[src/rtl/rr_response_router.sv]
// Return-path router: records each issued one-hot grant in an in-order tag FIFO and
// steers the downstream response stream to the owner of the oldest tag.
// Optional protocol error checking is enabled with `define RR_RSP_ROUTER_ERRCHK_EN.
module rr_response_router #(
  parameter int unsigned nReq      = 4,
  parameter int unsigned DataWidth = 32,
  parameter int unsigned Depth     = 8
) (
  input  logic                   clock,
  input  logic                   reset,
  input  logic                   i_issue_valid,
  input  logic [nReq-1:0]        i_issue_grant,
  output logic                   o_issue_ready,
  input  logic                   i_rsp_valid,
  input  logic [DataWidth-1:0]   i_rsp_data,
  output logic                   o_rsp_ready,
  output logic [nReq-1:0]        o_out_valid,
  output logic [DataWidth-1:0]   o_out_data,
  input  logic [nReq-1:0]        i_out_ready,
  output logic [$clog2(Depth):0] o_outstanding,
  output logic                   o_err
);

  localparam int unsigned IdxW  = (nReq > 1) ? $clog2(nReq) : 1;
  localparam int unsigned AddrW = $clog2(Depth);
  localparam int unsigned PtrW  = AddrW + 1;

  logic [IdxW-1:0]  r_tags [Depth];
  logic [PtrW-1:0]  r_wr_ptr;
  logic [PtrW-1:0]  r_rd_ptr;

  logic [AddrW-1:0] w_wr_addr;
  logic [AddrW-1:0] w_rd_addr;
  logic             w_full;
  logic             w_empty;
  logic             w_push;
  logic             w_pop;
  logic [IdxW-1:0]  w_grant_idx;
  logic [IdxW-1:0]  w_head_idx;
  logic [nReq-1:0]  w_head_sel;

  assign w_wr_addr = r_wr_ptr[AddrW-1:0];
  assign w_rd_addr = r_rd_ptr[AddrW-1:0];
  assign w_full    = (r_wr_ptr[PtrW-1] != r_rd_ptr[PtrW-1]) && (w_wr_addr == w_rd_addr);
  assign w_empty   = (r_wr_ptr == r_rd_ptr);

  // Grant to index: lowest set bit wins, zero grant encodes as 0.
  always_comb begin
    w_grant_idx = '0;
    for (int i = nReq - 1; i >= 0; i--) begin
      if (i_issue_grant[i]) w_grant_idx = IdxW'(i);
    end
  end

  assign w_head_idx = r_tags[w_rd_addr];

  always_comb begin
    w_head_sel = '0;
    for (int i = 0; i < nReq; i++) begin
      w_head_sel[i] = (w_head_idx == IdxW'(i));
    end
  end

  assign o_issue_ready = !w_full;
  assign o_rsp_ready   = !w_empty && ((i_out_ready & w_head_sel) != '0);
  assign o_out_valid   = (i_rsp_valid && !w_empty) ? w_head_sel : '0;
  assign o_out_data    = i_rsp_data;
  assign o_outstanding = r_wr_ptr - r_rd_ptr;

  assign w_push = i_issue_valid && !w_full;
  assign w_pop  = i_rsp_valid && o_rsp_ready;

  always_ff @(posedge clock) begin
    if (reset) begin
      r_wr_ptr <= '0;
      r_rd_ptr <= '0;
    end else begin
      if (w_push) r_wr_ptr <= r_wr_ptr + PtrW'(1);
      if (w_pop)  r_rd_ptr <= r_rd_ptr + PtrW'(1);
    end
  end

  // Tag storage needs no reset; only entries between the pointers are ever read.
  always_ff @(posedge clock) begin
    if (w_push) r_tags[w_wr_addr] <= w_grant_idx;
  end

`ifdef RR_RSP_ROUTER_ERRCHK_EN
  logic r_err;
  logic w_grant_onehot;
  logic w_err_evt;

  assign w_grant_onehot = (i_issue_grant != '0) &&
                          ((i_issue_grant & (i_issue_grant - nReq'(1))) == '0);
  assign w_err_evt = (w_push && !w_grant_onehot) ||
                     (i_rsp_valid && w_empty) ||
                     (i_issue_valid && w_full);

  always_ff @(posedge clock) begin
    if (reset)          r_err <= 1'b0;
    else if (w_err_evt) r_err <= 1'b1;
  end

  assign o_err = r_err;
`else
  assign o_err = 1'b0;
`endif

endmodule

[config.mk]
export PLATFORM = sky130hd
export DESIGN_NAME = rr_response_router
export DESIGN_NICKNAME = d
export VERILOG_FILES = /design/src/rtl/rr_response_router.sv
export SDC_FILE = /design/constraint.sdc
export NUM_CORES = 1
export LEC_CHECK = 0
export CAP_MARGIN = 20
export CORE_ASPECT_RATIO = 1.5
export CORE_MARGIN = 1
export CORE_UTILIZATION = 42
export CTS_CLUSTER_SIZE = 14
export DETAILED_ROUTE_END_ITERATION = 8
export PLACE_DENSITY = 0.95
export SYNTH_ARGS = -nofsm -noshare
export SYNTH_HDL_FRONTEND = slang
export SYNTH_SLANG_ARGS = --single-unit
[constraint.sdc]
create_clock -name clock -period 7.3 [get_ports clock]
set_input_delay 1.095 -clock clock [delete_from_list [all_inputs] [get_ports clock]]
set_output_delay 1.095 -clock clock [all_outputs]
set_load 0.005 [all_outputs]
# After elaboration in Yosys (flattened, before gate mapping)
# Memories as Yosys holds them, arrays and structs flattened. A register that Yosys moved wholly into a read port is not among the register bits.
# Index checks and enable logic that the tools add are counted.
# totals
mem_bits_rw,16
register_bits,8
input_bits,44
mem_count,1
output_inout_bits,43
# op_classes
bitwise_logic,1
addsub,3
eq_ne,6
muxes,9
n_reduce_logical,9
# memory_table
memory,words,width,rd,rd_clocked_by_memory_dff,wr,line,rtl
r_tags,8,2,1,1,1,28,logic [IdxW-1:0] r_tags [Depth];
# op_table
operator,n
"adder 4 x 1 -> 4 bit, second input constant",2
2-to-1 mux 2 bit,4
2-to-1 mux 3 bit,2
logical AND 1 bit,5
bitwise AND 4 bit,1
"equality test 2 bit, second input constant",2
equality test 4 bit,1
2-to-1 mux 4 bit,1
nonzero test 4 bit,1
subtractor 4 bit,1
equality test 3 bit,1
"equality test 2 x 1 -> 1 bit, second input constant",1
logical NOT 1 bit,2
logical NOT 2 bit,1
2-to-1 mux 1 bit,2
inequality test 1 bit,1

# Logic depth before layout (Yosys ltp)
# logic_depth
depth_word,7
ltp_mapped,6
depth_no_buf,6

# Least setup slack after synthesis
# Ideal clock, no wire load.
# synth_path
kind,register to output
startpoint,register with a tool-made name
endpoint,output o_rsp_ready
arrival_ns,1.872
path_stages_with_launch,6
slack_ns,4.333
t_required_ns,6.205
n_path_buf,1
cell_sequence,dfxtp_1 buf_6 mux2_1 mux4_2 mux4_2 o21a_1
# synth_rtl
element,line,rtl
to (decl),16,"output logic o_rsp_ready,"

==> metrics.md <==
| Metric | Value |
|---|---|
| Status | completed |
| Largest net degree at the start of global routing | 15 |
| Routing usage on met3 | 0.5882% |
| Setup Skew | 3.850 ps |
| Via count | 964 |
| RSZ-0062 raised after global routing | false |
| Critical Path Fanout Max | 7 |
| Vias in the first global route | 947 |
| Syn avg cell area | 10.76 um^2 |
| Mapped Nets | 199 |
| Aggregate global routing overflow | 0 |
| Flops & latches, synth | 27 |
| Count of different cell masters after synthesis | 33 |
| Port bufs | 21 |
| Cells after synthesis | 149 |
| Net count, final | 190 |
| Cts hold-fix bufs | 0 |
| CTS sink cnt | 27 |
| Fillers | 332 |
| Maximum vdd drop | 0.1106 mV |
| Multi-input logic area | 601.8 um^2 |
| Largest cells by area after synthesis | edfxtp_1, buf_4, dfxtp_1, mux4_2, mux2_1 |
| Net switching share of the total power | 23.17% |
| Fin crit share | 53.45% |
| H-tree depth | 1 |
| Num CTS Buffers | 3 |
| Max Cap Viol | 0 |
| Setup violations, final | 0 |
| Initial core utilization | 43.93% |
| Net Sw Power | 0.07094 mW |
| Detailed-route wire length per cell | 13.42 um |
| Combinational Power Share | 18.0% |
| Die W | 52.44 um |
| Post-CTS Setup Repair Bufs | 0 |
| Initial antenna violation count | 0 |
| Final hold slack | 522.8 ps |
| Clk_lat worst skew | 270 ps |
| Synth top area share | 29.98% |
| Area growth, synth to finish | 2.888% |
| Slew @ Worst Pin | 724.7 ps |
| Antenna cells | 0 |
| Clock power frac | 26.6% |
| Pins Over Slew Limit | 0 |
| First-pass GRT wire length | 4.077 mm |
| Most used routing layer | met2 |
| Final WL | 2.442 mm |
| Setup CP Type | reg -> out |
| Die outline height | 77.66 um |
| Pleak | 0.6364 nW |
| Min cycle time layout | 3902 ps |
| Placer Congestion | 0.7821 |
| Clk pin slew, worst setup/hold paths | 80 ps |
| Total track usage | 13.43% |
| Via density | 5.297 |
| Power density cells | 185.6 nW/um^2 |
| Root Driver | clkbuf_8 |
| Detailed Place HPWL | 1.900 mm |
| ANT nets after route | 0 |
| Core area | 3649 um^2 |
| Total negative slack | 0 ps |
| DRC violations left | 0 |
| Post_cts resized | 0 |
| CTS tree | built |
| Hold crit path type | reg -> reg |
| Met1 Usage GRT | 14.37% |
| Final core utilization | 45.20% |
| Synth warnings | 0 |
| Pre-Repair DR Iteration Count | 4 |
| Hold Fails Final Rpt | 0 |
| Area of the die | 4072 um^2 |
| Initial DRC Count | 14 |
| Fmax | 256.3 MHz |
| M2 GR Usage | 23.80% |
| Max-slew headroom | 51.31% |
| Cell type with the largest total area after synthesis | edfxtp_1 |
| Synth Cell Area | 1603 um^2 |
| I/O pins | 87 |
| Register area | 700.7 um^2 |
| Clock tree buffer depth | 2 |
| Layout cells sized above 1 | 7.914% |
| CP Launch Type | flip-flop |
| CP endpoint kind | output port |
| Row Count | 27 |
| Crit path DAT | 2810 ps |
| Sequential area share after synthesis | 43.72% |
| Critical path data required time | 6200 ps |
| Pint | 0.2352 mW |
| Tot Pwr | 0.3061 mW |
| Reg power frac | 55.4% |
[placed cells by master, fill, tap and decap left out, types with 3 or more instances in the layout]
cell / n
nand2b_1: 4
mux2_1: 6
a21oi_1: 5
clkbuf_8: 3
nor2b_1: 3
nor3_1: 3
dfxtp_1: 11
nor2_1: 16
xor2_1: 3
nand2_1: 7
inv_1: 9
ha_1: 5
mux4_2: 4
clkdlybuf4s50_1: 21
edfxtp_1: 16
[critical path, stage by stage (launching register included)]
cell and delay [ps]:
dfxtp_1 510, mux2_1 370, mux4_2 520, mux4_2 550, o21a_1 150, clkdlybuf4s50_1 430
[per-stage QoR]
stage | area (um^2) | setup slack (ps) | std cells
final | 1649 | 3398 | 182
after global placement | 1604 | 3575 | 178
after floorplan | 1603 | 4333 | 149
after CTS | 1649 | 3381 | 182
after detailed placement | 1604 | 3567 | 178
after global routing | 1649 | 3277 | 182
[power by group through the flow]
stage	Clock (mW)	Sequential [mW]	Combinational, mW
CTS	0.0828	0.170	0.0557
detailed placement	0	0.173	0.0551
finish	0.0814	0.170	0.0552
global placement	0	0.173	0.0535
global route	0.0877	0.170	0.0615
floorplan	0	0.171	0.0485
[layout make-up]
cell class	count	share of cell area (%)
repair buffers	21	12.75
inverters	10	2.276
flip-flops and latches	27	42.49
well taps	43	3.263
clock buffers	4	2.731
multi-input cells	77	36.49
[kinds of logic after synthesis]
group | share of synthesized area [%]
AO/OA/AOI/OAI | 7.103
flip-flops | 43.72
multiplexers | 11.48
buffers and inverters | 18.73
adder cells (fa/ha/maj) | 5.152
AND/OR/NAND/NOR | 11.40
XOR/XNOR | 2.186
other | 0.2340
[synth_stat cells, drive strengths merged]
| cell type | instances |
|---|---|
| edfxtp | 16 |
| nor2 | 16 |
| and4 | 1 |
| xnor2 | 1 |
| nor2b | 3 |
| a311oi | 1 |
| o21a | 2 |
| conb | 1 |
| nor3 | 3 |
| clkbuf | 1 |
| xor2 | 3 |
| ha | 5 |
| a41o | 2 |
| a21oi | 5 |
| a21o | 1 |
| nand2b | 4 |
| buf | 34 |
| a41oi | 1 |
| mux2 | 8 |
| or3 | 1 |
| fa | 1 |
| o21ai | 1 |
| a31o | 2 |
| dfxtp | 11 |
| mux4 | 4 |
| inv | 10 |
| nand3 | 2 |
| and3 | 2 |
| nand2 | 7 |
[routing by layer]
layer | part of all wire [%] | wire length, um | vias to the layer above
met2 | 52 | 1259 | 39
li1 | - | - | 463
met1 | 39 | 960 | 455
met3 | 5.6 | 137 | 7
met5 | 0 | 0 | -
met4 | 3.5 | 85 | 0
[worst paths after layout]
path / from / to / slack [ps] / cells after the start
setup reg to reg: flip-flop / flip-flop / 4690 / 5
setup / recovery: flip-flop / o_rsp_ready / 3400 / 5
hold reg to reg: r_wr_ptr[0]$_SDFFE_PP0P_ / r_wr_ptr[0]$_SDFFE_PP0P_ / 520 / 2
hold / removal: r_wr_ptr[0]$_SDFFE_PP0P_ / r_wr_ptr[0]$_SDFFE_PP0P_ / 520 / 2
Note: power is estimated with default switching activity, not from simulation.
